[src/rtl/operand_read.sv]
// Register-read stage: owns the 32x32 register file, tracks outstanding writers
// in a scoreboard and hands operands to execute through a one-entry output register.
module operand_read #(
  parameter int XLEN = 32,
  parameter int NREG = 32
) (
  input  logic            clk,
  input  logic            reset,
  input  logic            id_valid_i,
  output logic            id_ready_o,
  input  logic [31:0]     ir_i,
  input  logic [XLEN-1:0] pc_i,
  output logic            ex_valid_o,
  input  logic            ex_ready_i,
  output logic [31:0]     ir_o,
  output logic [XLEN-1:0] pc_o,
  output logic [XLEN-1:0] rs1_data_o,
  output logic [XLEN-1:0] rs2_data_o,
  output logic [XLEN-1:0] imm_o,
  input  logic            wb_valid_i,
  input  logic [4:0]      wb_rd_i,
  input  logic [XLEN-1:0] wb_data_i
);

  localparam logic [6:0] DECODE_R_TYPE = 7'b0110011;
  localparam logic [6:0] DECODE_I_TYPE = 7'b0010011;

  typedef enum logic {EMPTY, FULL} state_t;

  state_t          state, state_next;
  logic [XLEN-1:0] regs [NREG];
  logic [NREG-1:0] pending, pending_next;

  logic [6:0]      opcode;
  logic [4:0]      rd, rs1, rs2;
  logic            is_r, is_i, uses_rs1, uses_rs2, writes_rd;
  logic            fwd1, fwd2, hazard, free, issue;
  logic [XLEN-1:0] rs1_val, rs2_val, imm_val;

  assign opcode    = ir_i[6:0];
  assign rd        = ir_i[11:7];
  assign rs1       = ir_i[19:15];
  assign rs2       = ir_i[24:20];
  assign is_r      = (opcode == DECODE_R_TYPE);
  assign is_i      = (opcode == DECODE_I_TYPE);
  assign uses_rs1  = is_r || is_i;
  assign uses_rs2  = is_r;
  assign writes_rd = (is_r || is_i) && (rd != 5'd0);
  assign imm_val   = is_i ? {{(XLEN-12){ir_i[31]}}, ir_i[31:20]} : '0;

  assign fwd1 = wb_valid_i && (wb_rd_i == rs1) && (rs1 != 5'd0);
  assign fwd2 = wb_valid_i && (wb_rd_i == rs2) && (rs2 != 5'd0);

  // A pending source is only a hazard if this cycle's writeback cannot cover it
  assign hazard = id_valid_i &&
                  ((uses_rs1 && rs1 != 5'd0 && pending[rs1] && !fwd1) ||
                   (uses_rs2 && rs2 != 5'd0 && pending[rs2] && !fwd2));

  assign free       = (state == EMPTY) || ex_ready_i;
  assign id_ready_o = free && !hazard;
  assign issue      = id_valid_i && id_ready_o;
  assign ex_valid_o = (state == FULL);

  always_comb begin
    rs1_val = '0;
    rs2_val = '0;
    if (uses_rs1 && rs1 != 5'd0) rs1_val = fwd1 ? wb_data_i : regs[rs1];
    if (uses_rs2 && rs2 != 5'd0) rs2_val = fwd2 ? wb_data_i : regs[rs2];
  end

  // Set after clear, so an issuing producer wins over a retiring one on the same index
  always_comb begin
    pending_next = pending;
    if (wb_valid_i) pending_next[wb_rd_i] = 1'b0;
    if (issue && writes_rd) pending_next[rd] = 1'b1;
    pending_next[0] = 1'b0;
  end

  always_comb begin
    state_next = state;
    if (issue) state_next = FULL;
    else if (state == FULL && ex_ready_i) state_next = EMPTY;
  end

  always_ff @(posedge clk or posedge reset) begin
    if (reset) begin
      state   <= EMPTY;
      pending <= '0;
      for (int i = 0; i < NREG; i++) regs[i] <= '0;
    end else begin
      state   <= state_next;
      pending <= pending_next;
      if (wb_valid_i && wb_rd_i != 5'd0) regs[wb_rd_i] <= wb_data_i;
    end
  end

  always_ff @(posedge clk or posedge reset) begin
    if (reset) begin
      ir_o       <= '0;
      pc_o       <= '0;
      rs1_data_o <= '0;
      rs2_data_o <= '0;
      imm_o      <= '0;
    end else if (issue) begin
      ir_o       <= ir_i;
      pc_o       <= pc_i;
      rs1_data_o <= rs1_val;
      rs2_data_o <= rs2_val;
      imm_o      <= imm_val;
    end
  end

endmodule
[config.mk]
export PLATFORM = sky130hd
export DESIGN_NAME = operand_read
export DESIGN_NICKNAME = d
export VERILOG_FILES = /design/src/rtl/operand_read.sv
export SDC_FILE = /design/constraint.sdc
export NUM_CORES = 2
export LEC_CHECK = 0
export CORE_ASPECT_RATIO = 0.75
export CORE_UTILIZATION = 55
export CTS_CLUSTER_DIAMETER = 200
export DETAILED_ROUTE_END_ITERATION = 7
export GPL_TIMING_DRIVEN = 1
export PLACE_DENSITY = 0.76
export SLEW_MARGIN = 10
export SYNTH_ARGS = -nofsm -noshare
export SYNTH_HDL_FRONTEND = slang
export SYNTH_SLANG_ARGS = --single-unit
[constraint.sdc]
create_clock -name clk -period 42.6 [get_ports clk]
set_clock_uncertainty 0.15 [all_clocks]
set_input_delay 8.52 -clock clk [delete_from_list [all_inputs] [get_ports clk]]
set_output_delay 8.52 -clock clk [all_outputs]
set_load 0.02 [all_outputs]
==> results.md <==
* Status: finished, final reports clean
* Highest Clock Rate at 0.0480 GHz
* Detailed placement HPWL at 97200 µm
* Synth Flop Type: dfrtp_1
* Startpoint Class: primary input
* Synth Instances at 4129
* Cell Pwr Density at 46.3 nW/µm²
* Starting Density at 55.9%
* RSZ-0062 raised after global routing: false
* Io pins at 268
* Syn nets at 4235
* CP Depth at 10
* Fin crit share at 48.9%
* Commonest non-fill, non-tap cell in the layout: dfrtp_1
* Routability Congestion at 0.849
* Die Ht at 292 µm
* Number of global-route vias before repair at 40800
* Class of the worst hold path: flop to flop
* TritonCTS buffer count at 116
* Synth top area share at 48.6%
* Setup violations, final at 0
* Register bit total from synthesis at 1196
* Number of flops mapped to enable cells by yosys at 0
* GRT overflow at 0
* Min Clock Period, post-route at 20840 ps
* Slew @ Worst Pin at 1180 ps
* Post-synth ARST share at 100%
* Area contributors post-synth: dfrtp_1, mux2_2, mux4_2
* Reg2Reg Depth at 7
* Die width at 388 µm
* Initial antenna violation count at 3
* Worst Setup SP: ir_i[20]
* TritonCTS clock tree: built
* Crit-path most repeated cell: buf_4
* Final core utilization at 62.7%
* Clock Latency Late Sink at 740 ps
* Cell family with most CP delay: buffers and inverters
* Detailed-route via count at 40000
* Clk buf depth at 3
* Final Max Tran Viols at 0
* Synth area leader: dfrtp_1
* Drt initial violations at 4339
* H-tree levels at 3
* Cell row count at 105
* Share of the yosys chip area belonging to registers at 48.6%
* Worst reg2reg setup slack at 39300 ps
* Post-route ant nets at 0
* Setup TNS at 0 ps
* Lkg Pwr at 29.3 nW
* Layout cells sized above 1 at 47.2%
* 1st-pass router iterations at 5
* Nature of the critical path endpoint: output port
* CP cell instances: buf_8, buf_4, or2_2, o2111a_2, buf_4, o31a_1, o311a_1, a22o_1, a21oi_1, clkdlybuf4s50_1
* Routed len/inst at 32.1 µm
* Final wirelength at 182000 µm
* Core ar. at 110000 µm²
* Syn_area_per_cell at 14.9 µm²
* Warnings, synthesis at 0
* Required time worst endpoint at 33930 ps
* Final Hold Violating Endpoints at 0
* CP Capture Point: id_ready_o
* Number of vias per cell at 7.03
* CTS Hold Buffers Added at 0
* # DRC at 0
* CP Max Fanout at 65
* Worst Path Buf+Inv at 4
* Max-cap viol count at 0
* Worst path max stage delay at 770 ps
* Post-CTS setup buffers at 0
* Largest net degree at the start of global routing at 172
* IO Port Bufs at 267
* Total Routing Usage GR at 32.6%
* Distinct cells, synth at 52
* Full die area at 113000 µm²
* Slowest cell on crit path: buf_4
* Critical path class: primary input to output port
* Worst-path clk slew at 60 ps
* Num Clock Sinks at 1196
* Post-layout power at 3.20 mW
* Mapped Area at 61600 µm²
* Reg-to-reg startpoint: pending[14]
* Worst R2R End: rs1_data_o[16]
* Synth-to-Final Area Change at 12.3%
* Fin nets at 4244
* Worst vdd ir at 0.0328 mV
* Worst path arrival time at 12170 ps
* Clk root buf: clkbuf_16
* First-pass GRT wire length at 274000 µm
* Cts repair resizes at 0
* Most frequent cells in the layout: dfrtp_1, mux2_2, mux4_2
* Max_slew headroom at 20.8%
==> state kept, by name, indices dropped and copies added, names as in the netlist <==
register and flops:
rs1_data_o 32, ir_o 32, pc_o 32, imm_o 12
pending 31, ex_valid_o 1, regs 1024, rs2_data_o 32
==> worst min-delay path by stage <==
stage / start / end / depth (start not counted)
after floorplan: regs[1000] / regs[1000] / 1
after global placement: regs[1018] / regs[1018] / 0
after detailed placement: regs[1020] / regs[1020] / 0
after CTS: regs[1016] / regs[1016] / 0
after global routing: regs[1016] / regs[1016] / 0
final: regs[1009] / regs[1009] / 0
==> synth_stat cells (2+ instances only) <==
cell type     n
and3_1       33
nand2_1      41
nand2b_1      7
nor3b_1       4
clkbuf_1    313
buf_1        71
or3_1         2
buf_4        23
or3b_2        2
mux2i_1      18
a31oi_1       2
buf_2        67
a21oi_1      34
nand3b_1      5
mux4_2      522
o31a_1        2
nor2_1       93
inv_1        33
mux2_2     1107
nor4b_1       2
a32o_1       15
xor2_1        2
nand4_1       2
o221ai_1     32
a22oi_1     132
or2_2         3
nand3_1      19
mux2_1       74
o22ai_1      90
nor2b_1      12
xnor2_1       8
buf_8        10
dfrtp_1    1196
nor3_1       98
and2_1        6
o21ai_1       2
o21ai_0      32
==> worst register-to-register path, cell delays in order, from the launching register on <==
cell	delay (ps)
dfrtp_1	430
mux4_2	470
mux2i_1	170
a22oi_1	110
and4_1	260
a221oi_4	320
buf_12	620
mux2_2	630
==> through the flow <==
stage	cell area [µm²]	cells	setup WS, ps	hold WS [ps]
finish	69100	5681	21760	245
detailed placement	65100	5464	21740	233
global route	69100	5681	21590	250
floorplan	61600	4129	237	291
global placement	65100	5464	21770	227
CTS	69100	5679	21770	247
==> cell families (layout without fill, tap and decap cells) <==
kind of cell              Yosys count  in the layout  synth area share, %
muxes                            1721           1721                 41.0
DFF                              1196           1196                 48.6
buffers and inverters             518            624                 3.63
AOI/OAI and AO/OA                 351            351                 4.00
and+or+nand+nor                   333            333                 2.64
xor gates and xnor gates           10             10                0.142
other                               0              2                    0
==> routing by layer <==
| metal | global-route usage, % | wire [µm] | vias to the layer above |
|---|---|---|---|
| li1 | - | - | 15900 |
| met1 | 45.2 | 72400 | 21500 |
| met2 | 49.3 | 83900 | 2113 |
| met3 | 9.23 | 18300 | 488 |
| met4 | 12.4 | 7750 | 0 |
| met5 | 0 | 0 | - |
==> final cells by class <==
cell class	instances	area (µm²)
inverter	33	131
sequential	1196	29900
timing repair buffer	376	3570
clock buffer	165	3410
tap	1444	1810
fill	8037	41100
antenna	2	5.00
clock inverter	50	636
multi-input combinational	2415	29700
==> power breakdown <==
part           switching [mW]  internal [mW]  leakage, nW
Combinational           0.246          0.376         11.9
Sequential              0.143           1.33         15.3
Clock                   0.460          0.641         2.00
(Power assumes the default switching activity.)
